**src/rtl/pll_reset_sequencer.sv**
```systemverilog
// Reset and clock-enable sequencer for logic clocked from a PLL output.
// Holds reset until lock is stable, then releases it and runs enable dividers.
module pll_reset_sequencer #(
    parameter int SYNC_STAGES = 2,
    parameter int HOLD_CYCLES = 1024,
    parameter int NUM_CE      = 2,
    parameter int DIV_W       = 8
) (
    input  logic                    clock,
    input  logic                    resetn,
    input  logic                    pll_lock,
    input  logic [NUM_CE*DIV_W-1:0] ce_div,
    output logic                    sys_reset,
    output logic                    sys_resetn,
    output logic                    ready,
    output logic [NUM_CE-1:0]       ce,
    output logic [7:0]              lock_loss_count
);

    localparam int HCW = (HOLD_CYCLES > 1) ? $clog2(HOLD_CYCLES) : 1;
    localparam logic [HCW-1:0] HOLD_LAST = HCW'(HOLD_CYCLES - 1);

    typedef enum logic [1:0] {
        WAIT_LOCK = 2'd0,
        HOLD      = 2'd1,
        RUN       = 2'd2
    } state_t;

    state_t                    state_q, state_d;
    logic [SYNC_STAGES-1:0]    sync_q, sync_d;
    logic [HCW-1:0]            hold_q, hold_d;
    logic [7:0]                loss_q, loss_d;
    logic [NUM_CE*DIV_W-1:0]   div_q, div_d;
    logic                      sys_reset_q, sys_reset_d;
    logic                      ready_q, ready_d;
    logic                      lock_s;
    logic                      run_now;
    logic                      run_next;

    assign lock_s   = sync_q[SYNC_STAGES-1];
    assign run_now  = (state_q == RUN);
    assign run_next = (state_d == RUN);

    // Lock synchroniser: the only place pll_lock is sampled.
    always_comb begin
        sync_d = {sync_q[SYNC_STAGES-2:0], pll_lock};
    end

    // Sequencer next state, hold counter and saturating loss counter.
    always_comb begin
        state_d = state_q;
        hold_d  = hold_q;
        loss_d  = loss_q;
        unique case (state_q)
            WAIT_LOCK: begin
                hold_d = '0;
                if (lock_s) begin
                    state_d = HOLD;
                end
            end
            HOLD: begin
                if (!lock_s) begin
                    state_d = WAIT_LOCK;
                    hold_d  = '0;
                end else if (hold_q == HOLD_LAST) begin
                    state_d = RUN;
                    hold_d  = '0;
                end else begin
                    hold_d = hold_q + HCW'(1);
                end
            end
            RUN: begin
                hold_d = '0;
                if (!lock_s) begin
                    state_d = WAIT_LOCK;
                    if (loss_q != 8'hFF) begin
                        loss_d = loss_q + 8'd1;
                    end
                end
            end
            default: begin
                state_d = WAIT_LOCK;
                hold_d  = '0;
            end
        endcase
    end

    // Ratio latch tracks ce_div outside RUN and freezes while running;
    // reset outputs are decoded from the next state.
    always_comb begin
        div_d       = run_now ? div_q : ce_div;
        sys_reset_d = !run_next;
        ready_d     = run_next;
    end

    // Sequencer state and registered reset outputs.
    always_ff @(posedge clock or negedge resetn) begin
        if (!resetn) begin
            state_q     <= WAIT_LOCK;
            sync_q      <= '0;
            hold_q      <= '0;
            loss_q      <= '0;
            div_q       <= '0;
            sys_reset_q <= 1'b1;
            ready_q     <= 1'b0;
        end else begin
            state_q     <= state_d;
            sync_q      <= sync_d;
            hold_q      <= hold_d;
            loss_q      <= loss_d;
            div_q       <= div_d;
            sys_reset_q <= sys_reset_d;
            ready_q     <= ready_d;
        end
    end

    for (genvar k = 0; k < NUM_CE; k++) begin : g_ch
        logic [DIV_W-1:0] ratio;
        logic [DIV_W-1:0] last;
        logic [DIV_W-1:0] cnt_q, cnt_d;
        logic             ce_q, ce_d;

        assign ratio = div_d[k*DIV_W +: DIV_W];
        assign last  = ratio - DIV_W'(1);

        // Divider: counts only while staying in RUN; strobe on the wrap value.
        always_comb begin
            cnt_d = '0;
            ce_d  = 1'b0;
            if (run_now && run_next && (ratio > DIV_W'(1))) begin
                cnt_d = (cnt_q == last) ? '0 : cnt_q + DIV_W'(1);
            end
            if (run_next) begin
                ce_d = (ratio > DIV_W'(1)) ? (cnt_d == last) : 1'b1;
            end
        end

        // Per-channel counter and registered strobe.
        always_ff @(posedge clock or negedge resetn) begin
            if (!resetn) begin
                cnt_q <= '0;
                ce_q  <= 1'b0;
            end else begin
                cnt_q <= cnt_d;
                ce_q  <= ce_d;
            end
        end

        assign ce[k] = ce_q;
    end

    assign sys_reset       = sys_reset_q;
    assign sys_resetn      = ~sys_reset_q;
    assign ready           = ready_q;
    assign lock_loss_count = loss_q;

endmodule

```
**config.mk**
```make
export PLATFORM = sky130hd
export DESIGN_NAME = pll_reset_sequencer
export DESIGN_NICKNAME = d
export VERILOG_FILES = /design/src/rtl/pll_reset_sequencer.sv
export SDC_FILE = /design/constraint.sdc
export NUM_CORES = 1
export LEC_CHECK = 0
export ABC_CLOCK_PERIOD_IN_PS = 3300
export CORE_MARGIN = 2
export CORE_UTILIZATION = 45
export DETAILED_ROUTE_END_ITERATION = 16
export PLACE_DENSITY = 0.67
export REMOVE_ABC_BUFFERS = 1
export SYNTH_ARGS = -nofsm -noshare
export SYNTH_HDL_FRONTEND = slang
export SYNTH_SLANG_ARGS = --single-unit
```
**constraint.sdc**
```tcl
create_clock -name clock -period 3.3 [get_ports clock]
set_input_delay 0.33 -clock clock [delete_from_list [all_inputs] [get_ports clock]]
set_output_delay 0.33 -clock clock [all_outputs]
set_load 0.03 [all_outputs]
```
==> impl_metrics.toml <==
[outcome]
status = "completed"

[timing]
finalCriticalPeriod_ps = 3260
hold_viol = 0
finalSetupViolCount = 0
hold_slack_ps = 23.3
drv_slew = 0
rsz0062_at_grt = "true"
tightest_slew_ps = 679
relSlewSlack_pct = 54.8
fin_crit_sh_pct = 98.8
finalClockSkew_ps = 8.54
fmax_mhz = 307

[worst_setup_path]
crit_arrival_ps = 3520
crit_slowest_cell = "or4b_1"
crit_path_max_incr_delay_ps = 500
crit_required_ps = 3560
start_kind = "register"
path_cells = "nor2b_4 -> mux2i_2 -> ha_2 -> buf_4 -> nand4b_1 -> xnor2_1 -> xor2_1 -> a31o_4 -> or4b_1 -> a31oi_1 -> o2111ai_1 -> a21oi_1"
critPathMaxFanout = 7
worstSetupPathType = "reg -> reg"
endpoint_kind = "register"

[drt]
drtIter0Drc = 53
wirelength_um = 7900
drcViolationCount = 0
drtAntennaViolNets = 0
vias_per_cell = 5.19
first_pass_iters = 4
num_vias = 2733
wire_per_inst_um = 15.0

[cts]
clkSlewWorstSetupHoldPaths_ps = 70
tritoncts = "done"
cts.sinks = 58
htreeDepth = 3
cts-root-buf = "clkbuf_8"
clk_latency_ps = 340
cts_max_path_buffers = 2
numCtsBuffers = 9

[power]
p_sw_share_pct = 23.1
power_frac_clock_pct = 47.2
internal_power_mw = 1.33
seq_power_share_pct = 42.5
powerDensity_nw_per_um2 = 391
switchingPower_mw = 0.400
p_leak_nw = 1.92
peakVddDrop_mv = 0.215
combPwrFrac_pct = 10.4

[cells_and_area]
layout.cells.non_filler = 527
nets = 447
syn2layout_area_growth_pct = 26.4
utilization_pct = 57.9
diodes = 0
regArea_um2 = 1450
drive_gt1_share_pct = 17.2
fill_cells = 674
multi_input_area_um2 = 1960

[grt]
overflow = 0
grt_pass1_wl_um = 12900
grt_pass1_vias = 2640
grtUsageTotal_pct = 19.3
grt_max_degree = 32
antenna_found_initial = 0

[synth]
avgSynthCellArea_um2 = 9.83
ys_async_sr_fraction_pct = 100
synth.distinct_cells = 53
synth_top_flop_cell = "dfrtp_1"
ys_seq_area_share_pct = 41.5
synth_edf_count = 0
syn_area_um2 = 3500
yosys-top-cells-area = "dfrtp_1, xnor2_1, mux2i_1"
ys_top_cells_by_count = "dfrtp_1, nor2_1, xnor2_1"
yosys.area.top_type = "dfrtp_1"
ys_warn_count = 0
syn_inst = 356
synth_top_area_share_pct = 40.7
ys_seq_elements = 58
yosys.cell_count.top_type = "dfrtp_1"

[floorplanning]
chipHeight_um = 92.2
fp.dieW_um = 92.2
start_util_pct = 45.8
io_pins = 32
core_area_um2 = 7650
die_area_um2 = 8500
num_rows = 32

[place]
gp_congestion = 0.866
portBuffers = 31
hpwl_um = 5750
dp_cells = 504

[hold_path]
hp-class = "in -> async"

[flow_run]
drv_cap = 0
area by class of cell:
type	instances	area share [%]
clock buffers	12	3.28
clock inverters	4	2.23
inverters	28	2.37
multi-input cells	261	44.2
flip-flops and latches	58	32.8
well taps	102	2.88
repair buffers	62	12.2
power groups by stage:
stage / Clock [mW] / Sequential [mW] / Combinational (mW)
CTS: 0.832 / 0.735 / 0.170
finish: 0.817 / 0.736 / 0.180
floorplan: 0 / 0.745 / 0.0939
detailed placement: 0 / 0.748 / 0.168
global route: 0.869 / 0.737 / 0.197
global placement: 0 / 0.747 / 0.166
sequential cells by signal, summed over array words and instances (netlist names):
name / flops
g_ch.ce_q: 2
sys_reset: 1
g_ch.cnt_q: 16
state_q: 2
lock_loss_count: 8
ready: 1
sync_q: 2
div_q: 16
hold_q: 10
cell usage in the layout, fill, tap and decap left out, types with 7 or more instances in the layout:
master	netlist	routed
dfrtp_1	57	57
ha_1	8	7
mux2i_1	20	14
clkdlybuf4s50_1	0	30
clkbuf_8	0	10
nor2_1	52	52
inv_1	27	27
nand3_1	17	17
nand2_1	19	19
buf_4	4	30
xnor2_1	47	47
xor2_1	18	18
a21oi_1	9	9
worst paths after layout:
path	from	slack [ps]	depth (start not counted)	to
max in group asynchronous	resetn	2390	2	sys_reset
min in group clock	sync_q[0]	340	0	sync_q[1]
min	resetn	20	1	hold_q[3]
max	state_q[0]	40	12	g_ch[0].ce_q
max reg2reg	state_q[0]	40	12	g_ch[0].ce_q
min reg2reg	sync_q[0]	340	0	sync_q[1]
metal layers:
metal / up-vias / track usage (%) / routed length, µm
li1: 1340 / - / -
met1: 1340 / 25.7 / 3590
met2: 39 / 30.3 / 3920
met3: 14 / 5.51 / 228
met4: 0 / 6.97 / 157
met5: - / 0 / 0
critical path: cells and delay by family, from the launching register on:
kind / cells / cell delay, ps
and+or+nand+nor: 3 / 880
muxes: 1 / 270
DFF: 1 / 420
xor gates and xnor gates: 2 / 540
AOI/OAI and AO/OA: 4 / 710
adders and majority gates: 1 / 230
buffers and inverters: 1 / 130
what timing repair did:
action | CTS | global route
endpoints found under the setup margin | 2 | 2
gates resized for setup | 2 | 14
setup buffers | 0 | 7
hold buffers | 0 | 0
pin swaps | 0 | 4
gates cloned | 0 | 0
kinds of logic (layout without fill, tap and decap cells):
logic type,Yosys count,count (layout),share of synthesized area (%)
AND/OR/NAND/NOR,127,127,18.2
XOR/XNOR,67,67,17.4
multiplexers,25,25,8.11
AO/OA/AOI/OAI,34,34,7.08
adder cells (fa/ha/maj),8,8,2.86
flip-flops,58,58,41.5
buffers and inverters,37,106,4.93
per-stage QoR:
step | setup TNS (ps) | total power [mW] | area, µm² | worst slack (ps)
after CTS | -18.8 | 1.74 | 4300 | -18.8
after global routing | -254 | 1.80 | 4430 | -130
after floorplan | -406 | 0.838 | 3430 | -300
after global placement | 0 | 0.913 | 4050 | 101
final | 0 | 1.73 | 4430 | 38.6
after detailed placement | -19.2 | 0.916 | 4050 | -19.2
No activity file was read; power rests on OpenSTA's default activity.
